===== config.mk =====
export PLATFORM = sky130hd
export DESIGN_NAME = mul_div_ctl
export DESIGN_NICKNAME = d
export VERILOG_FILES = /design/src/rtl/mul_div_pkg.sv /design/src/rtl/mul_div_step.sv /design/src/rtl/mul_div_ctl.sv
export SDC_FILE = /design/constraint.sdc
export NUM_CORES = 1
export LEC_CHECK = 0
export ABC_AREA = 1
export CAP_MARGIN = 0
export CORE_ASPECT_RATIO = 0.8
export CORE_UTILIZATION = 27
export DETAILED_ROUTE_END_ITERATION = 8
export PLACE_DENSITY = 0.5
export SLEW_MARGIN = 30
export SYNTH_ARGS = -nofsm -noshare
export SYNTH_HDL_FRONTEND = slang
export SYNTH_SLANG_ARGS = --single-unit
export TNS_END_PERCENT = 50

===== constraint.sdc =====
create_clock -name clk -period 3.7 [get_ports clk]
set_clock_uncertainty 0.15 [all_clocks]
set_input_delay 1.11 -clock clk [delete_from_list [all_inputs] [get_ports clk]]
set_output_delay 1.11 -clock clk [all_outputs]
set_load 0.02 [all_outputs]

===== src/rtl/mul_div_pkg.sv =====
// Shared definitions for the iterative multiply/divide unit.
// State encodings, step opcode and counter width helper.
package mul_div_pkg;

    typedef enum logic [1:0] {
        MD_IDLE = 2'd0,
        MD_MUL  = 2'd1,
        MD_DIV  = 2'd2,
        MD_FIN  = 2'd3
    } md_state_t;

    localparam logic MD_OP_MUL = 1'b0;
    localparam logic MD_OP_DIV = 1'b1;

    function automatic int md_cnt_w(input int rv);
        return (rv > 1) ? $clog2(rv) : 1;
    endfunction

endpackage


===== src/rtl/mul_div_step.sv =====
// One radix-2 iteration: shift-add multiply or restoring divide.
// Purely combinational; the controller registers rem/result.
module mul_div_step
    import mul_div_pkg::*;
#(
    parameter int RV = 32
) (
    input  logic          op,
    input  logic [RV-1:0] rem,
    input  logic [RV-1:0] result,
    input  logic [RV-1:0] b,
    output logic [RV-1:0] rem_nxt,
    output logic [RV-1:0] result_nxt
);

    logic [RV:0] add_sum;
    logic [RV:0] sub_t;

    // rem < b holds between steps, so bit RV of the difference is its sign
    always_comb begin
        add_sum    = {1'b0, rem} + ({1'b0, b} & {(RV+1){result[0]}});
        sub_t      = {rem, result[RV-1]} - {1'b0, b};
        rem_nxt    = add_sum[RV:1];
        result_nxt = {add_sum[0], result[RV-1:1]};
        if (op == MD_OP_DIV) begin
            if (sub_t[RV]) begin
                rem_nxt    = {rem[RV-2:0], result[RV-1]};
                result_nxt = {result[RV-2:0], 1'b0};
            end else begin
                rem_nxt    = sub_t[RV-1:0];
                result_nxt = {result[RV-2:0], 1'b1};
            end
        end
    end

endmodule


===== src/rtl/mul_div_ctl.sv =====
// Sequencer for the iterative multiply/divide unit.
// Owns FSM, step counter, divisor register and busy/done.
module mul_div_ctl
    import mul_div_pkg::*;
#(
    parameter int RV = 32
) (
    input  logic          clk,
    input  logic          reset,
    input  logic          start,
    input  logic          mult,
    input  logic          div,
    input  logic [RV-1:0] a,
    input  logic [RV-1:0] b,
    input  logic          abort,
    output logic          busy,
    output logic          done,
    output logic [RV-1:0] result,
    output logic [RV-1:0] rem
);

    localparam int CW = md_cnt_w(RV);

    md_state_t     state, state_nxt;
    logic [CW-1:0] count;
    logic [RV-1:0] b_q;
    logic [RV-1:0] rem_nxt, res_nxt;
    logic          setup;
    logic          accept;
    logic          stepping;

    assign accept   = (state == MD_IDLE) && start && (mult || div) && !abort;
    assign stepping = (state == MD_MUL) || (state == MD_DIV);

    mul_div_step #(.RV(RV)) u_step (
        .op         (state == MD_DIV ? MD_OP_DIV : MD_OP_MUL),
        .rem        (rem),
        .result     (result),
        .b          (b_q),
        .rem_nxt    (rem_nxt),
        .result_nxt (res_nxt)
    );

    always_comb begin
        state_nxt = state;
        unique case (state)
            MD_IDLE: begin
                if (accept) state_nxt = mult ? MD_MUL : MD_DIV;
            end
            MD_MUL, MD_DIV: begin
                if (abort) state_nxt = MD_IDLE;
                else if (!setup && count == '0) state_nxt = MD_FIN;
            end
            MD_FIN:  state_nxt = MD_IDLE;
            default: state_nxt = MD_IDLE;
        endcase
        busy = (state != MD_IDLE) || accept;
        done = (state == MD_FIN) && !abort;
    end

    // first MUL/DIV cycle is a setup slot, giving a fixed RV+2 cycle op
    always_ff @(posedge clk) begin
        if (reset) begin
            state  <= MD_IDLE;
            count  <= '0;
            b_q    <= '0;
            result <= '0;
            rem    <= '0;
            setup  <= 1'b0;
        end else begin
            state <= state_nxt;
            if (accept) begin
                count  <= CW'(RV - 1);
                b_q    <= b;
                result <= a;
                rem    <= '0;
                setup  <= 1'b1;
            end else if (stepping) begin
                if (setup) begin
                    setup <= 1'b0;
                end else begin
                    result <= res_nxt;
                    rem    <= rem_nxt;
                    count  <= count - 1'b1;
                end
            end
        end
    end

endmodule


* Word level (Yosys, flattened, before mapping)
Cells that the tools add are included.
** Storage, ports and cells
- Register bits :: 104
- Logic and storage cells :: 54
- Output and inout port bits :: 66
- Input bits :: 70
** Operators by class
- Equality and inequality tests :: 6
- $add $sub $neg :: 3
- Reduce and logical (&&, ||, !) cells :: 19
- Bitwise gates (word level) :: 2
- Mux-type cells :: 18
** Operator list (count)
- two-way mux 32 bit :: 6
- adder 32 x 33 -> 33 bit :: 1
- bitwise AND 32 x 33 -> 33 bit :: 1
- subtractor 33 x 32 -> 33 bit :: 1
- two-way mux 5 bit :: 3
- two-way mux 2 bit :: 4
- one-hot mux 2 bit (3 select lines) :: 1
- AND reduction 2 bit :: 3
- logical AND 1 bit :: 5
- zero test 5 bit :: 1
- subtractor 5 x 1 -> 5 bit, second input constant :: 1
- == test 2 bit, second input constant :: 2
- two-way mux 1 bit :: 4
- nonzero test 2 bit :: 2
- OR reduction 2 bit :: 2
- logical OR 1 bit :: 3
- != test 3 bit, second input constant :: 1
- == test 2 x 1 -> 1 bit, second input constant :: 1
- zero test 1 bit :: 2
- zero test 2 bit :: 1
- != test 2 x 1 -> 1 bit, second input constant :: 1
- != test 2 bit, second input constant :: 1
- inverter 1 bit :: 1

* Logic depth before layout (Yosys ltp)
- Depth after elaboration :: 6
- Gate-level depth with buffers :: 19
- Gate-level depth less buffers :: 18

* Hierarchy
Synthesis repeated with hierarchy kept, for this count alone.
** Second synthesis, totals
- Cells, all modules :: 1889
- Area, all modules :: 10452.5 sq um
** Modules (own cells, without submodules)
- mul_div_step :: seq. area each 0.0 sq um, times used 1, cells each 1291, area an instance 6251.0 sq um
- mul_div_ctl :: seq. area each 2082.0 sq um, times used 1, cells each 598, area an instance 4201.5 sq um

* Worst setup path after synthesis
Ideal clock, no wire load.
- Path kind :: input -> output
- From :: in mult
- To :: out busy
- Arrival time :: 1577 ps
- Setup slack :: 863 ps
- Required time :: 2440 ps
- Buffers on the path :: 0
- Cell stages on the path :: 3
- Cell sequence :: o211a_1 > nand2_1 > nand2_1
** Between the ends
- Longest elaborated chain between the ends :: 4
** RTL lines
- start: declaration :: RTL line mul_div_ctl.sv:11 : input logic mult,
- logical OR 1 bit :: RTL line mul_div_ctl.sv:32 : assign accept = (state == MD_IDLE) && start && (mult || div) && !abort;
- logical AND 1 bit (2 in a row) :: RTL line mul_div_ctl.sv:32
- logical OR 1 bit :: RTL line mul_div_ctl.sv:57 : busy = (state != MD_IDLE) || accept;
- end: declaration :: RTL line mul_div_ctl.sv:16 : output logic busy,
Every way passes these cells.

* Final worst setup path
- From :: in abort
- To :: out done
** Between the ends
- Longest elaborated chain between the ends :: 2
** RTL lines
- start: declaration :: RTL line mul_div_ctl.sv:15 : input logic abort,
- zero test 1 bit :: RTL line mul_div_ctl.sv:58 : done = (state == MD_FIN) && !abort;
- logical AND 1 bit :: RTL line mul_div_ctl.sv:58
- end: declaration :: RTL line mul_div_ctl.sv:17 : output logic done,
Every way passes these cells.

==> metrics.md <==
| Metric | Value |
|---|---|
| Die width | 223.3 um |
| Post-route setup TNS | 0 ps |
| Post-Syn Area | 10580 sq um |
| DRC | 0 |
| Pwr per Cell Area | 947.5 nW/um^2 |
| Top delay family on crit path | buffers and inverters |
| Finished Layout Cells | 2527 |
| Top-area cell type share of the netlist area | 23.64% |
| Maximum level of the CTS H-tree | 3 |
| Clk_lat worst skew | 400 ps |
| Pins Over Slew Limit | 0 |
| Mean Syn Cell Area | 5.511 sq um |
| Sequential area share after synthesis | 19.69% |
| Drt pass-1 iters | 8 |
| IO Pins | 136 |
| Port bufs | 135 |
| Global Route Usage Sum | 19.92% |
| Synthesis-to-finish area growth | 20.67% |
| Syn nets | 2061 |
| CP max FO | 3 |
| FF+latch count, synth | 104 |
| DIE AREA | 39970 sq um |
| ANT cells | 0 |
| DR vias | 11877 |
| Max Cap Violations | 0 |
| Crit share post-route | 95.25% |
| WHS Endpoint | b_q[24] |
| Die Ht | 179.0 um |
| Reg2reg start | result[31] |
| Inserted Clock Buffers | 9 |
| Yosys warns | 0 |
| Placed Cells | 2511 |
| Critical-path cell list | clkdlybuf4s50_1 -> nor2_1 -> clkdlybuf4s50_1 |
| Cell area after layout | 12760 sq um |
| Worst Hold Class | register to register |
| First-pass GRT wire length | 61620 um |
| Final min period | 3524 ps |
| VDD IR-drop max | 0.4010 mV |
| WS Path Type | primary input to primary output |
| Most area-consuming cells after synthesis | nand2_1, dfxtp_1, inv_1 |
| EDFF count, synth | 0 |
| R2R Path End | rem[27] |
| Total Wirelength | 39910 um |
| Power Total | 12090 uW |
| Worst-path clk slew | 80 ps |
| RSZ-0062 raised after global routing | no |
| Fill cells | 4394 |
| Via-per-instance ratio | 4.700 |
| Area post-placement | 12450 sq um |
| Cell count of the worst reg-to-reg path | 18 |
| # nets final | 2169 |
| Post-synth ARST share | 0% |
| Share of layout cells above drive strength 1 | 3.937% |
| P_leak | 0.006970 uW |
| Gr ovfl total | 0 |
| Hold-fix buffer count after cts | 0 |
| Vias in the first global route | 10763 |
| Max clock buf depth | 2 |
| WP data arrival | 2260 ps |
| Pin count of the biggest net entering global routing | 67 |
| CP max-delay cell | clkdlybuf4s50_1 |
| Number of setup violations in the final report | 0 |
| CTS tree | built |
| Initial DRC count | 1104 |
| Synthesized instance count | 1919 |
| Final Hold Vio Count | 0 |
| Commonest non-fill, non-tap cell in the layout | nand2_1 |
| Placer congestion estimate | 0.9463 |
| Routed Antenna Nets | 0 |
| Area leader, netlist | nand2_1 |
| Post-synth top flop | dfxtp_1 |
| Most frequent CP cell | clkdlybuf4s50_1 |
| Commonest non-fill, non-tap cells in the layout | nand2_1, inv_1, clkdlybuf4s50_1, a21oi_1, o21ai_0 |
| Required time of the worst setup path | 2440 ps |
| Clk sinks | 104 |
| Core area | 38440 sq um |
| Slowest stage delay, CP | 610 ps |
| WHS Path Cells | 2 |
| Hold path start | b_q[24] |
| Starting density of the core | 27.52% |
| Root Buffer | clkbuf_16 |
| Cell row count | 64 |
| Startpoint types | primary input |
| Netlist cell types | 47 |
| Highest Clock Rate | 283.7 MHz |
| Max transition margin | 53.97% |
| HPWL after DPL | 32140 um |
| Avg WL per Cell | 15.79 um |
| Flop-to-flop setup slack | 620 ps |
| Initial antenna violation count | 1 |
| Outcome | complete, no violations |
| Crit path buf inv count | 2 |
| Worst-Margin Slew | 685.2 ps |
| CP endpoint kind | primary output |
==> layer usage <==
| layer | track usage, % | part of all wire [%] | vias to the layer above |
|---|---|---|---|
| met3 | 3.130 | 5.6 | 26 |
| met5 | 0 | 0.033 | - |
| met1 | 29.58 | 52 | 5421 |
| li1 | - | - | 6121 |
| met2 | 30.03 | 42 | 307 |
| met4 | 3.938 | 1.1 | 2 |
==> worst reg2reg max path, delay by kind of cell (launching register included) <==
family	cells	cell delay [ps]
compound gates	1	140
simple gates	13	1480
fa+ha+maj	2	680
flops	1	340
buf+inv	2	200
==> synthesized netlist by cell type (2+ instances only) <==
master	count
nand3b_1	8
xor2_1	12
inv_1	417
buf_6	4
a31oi_1	2
inv_2	9
fa_1	2
nor4_1	2
a21o_1	4
nor2_4	2
nand3_1	96
a21oi_1	127
and2_1	2
nor3_1	15
a22o_1	2
xnor2_1	3
a211oi_1	9
o21a_1	2
a21oi_2	5
dfxtp_1	104
nand4_1	15
o21bai_1	6
nand2_1	666
nand2_2	12
clkbuf_1	41
o21ai_1	7
ha_1	70
o221ai_1	13
buf_2	7
o21ai_0	114
o211ai_1	6
nand2_4	8
nor2_1	109
nor2_2	5
==> state kept, by name, indices dropped and copies added (netlist names) <==
signal  count
b_q        32
count       5
rem        32
result     32
setup       1
state       2
==> how the worst max path moves through the flow <==
| stage | slack (ps) | cells after the start | start | end |
|---|---|---|---|---|
| after floorplan | 860 | 3 | mult | busy |
| after global placement | -20 | 5 | mult | busy |
| after detailed placement | -90 | 10 | mult | result[0] |
| after CTS | 160 | 3 | abort | done |
| after global routing | 80 | 10 | mult | result[0] |
| final | 180 | 3 | abort | done |
==> final cells by class <==
type	count	area [sq um]	area share, %
clock buffers	9	225.2	1.765
clock inverters	7	83.83	0.6569
inverters	427	1603	12.56
multi-input cells	1333	6646	52.08
flip-flops and latches	104	2082	16.31
well taps	495	619.3	4.853
repair buffers	152	1503	11.77
==> cell families after synthesis <==
group / count (synthesis) / share of synthesized area [%]
AO/OA/AOI/OAI: 302 / 15.90
XOR/XNOR: 15 / 1.242
adder cells (fa/ha/maj): 72 / 8.660
buffers and inverters: 482 / 17.61
flip-flops: 104 / 19.69
multiplexers: 1 / 0.09464
AND/OR/NAND/NOR: 943 / 36.80
==> stage by stage <==
| step | util [%] | setup slack [ps] | hold WS [ps] |
|---|---|---|---|
| after floorplan | - | 862.6 | 297.5 |
| after global placement | 32.40 | -25.00 | 322.7 |
| after detailed placement | 32.40 | -93.85 | 322.6 |
| after CTS | 33.20 | 165.0 | 336.2 |
| after global routing | 33.20 | 83.78 | 347.0 |
| final | 33.20 | 175.6 | 333.1 |
==> power breakdown <==
| group | switching [uW] | internal [uW] |
|---|---|---|
| clock | 557 | 482 |
| combinational | 6230 | 2970 |
| sequential | 427 | 1430 |
==> timing repair <==
item,in CTS,in global routing
buffers inserted,0,0
resized for setup,1,0
endpoints found under the setup margin,1,0
Power figures use the tool's default switching activity.
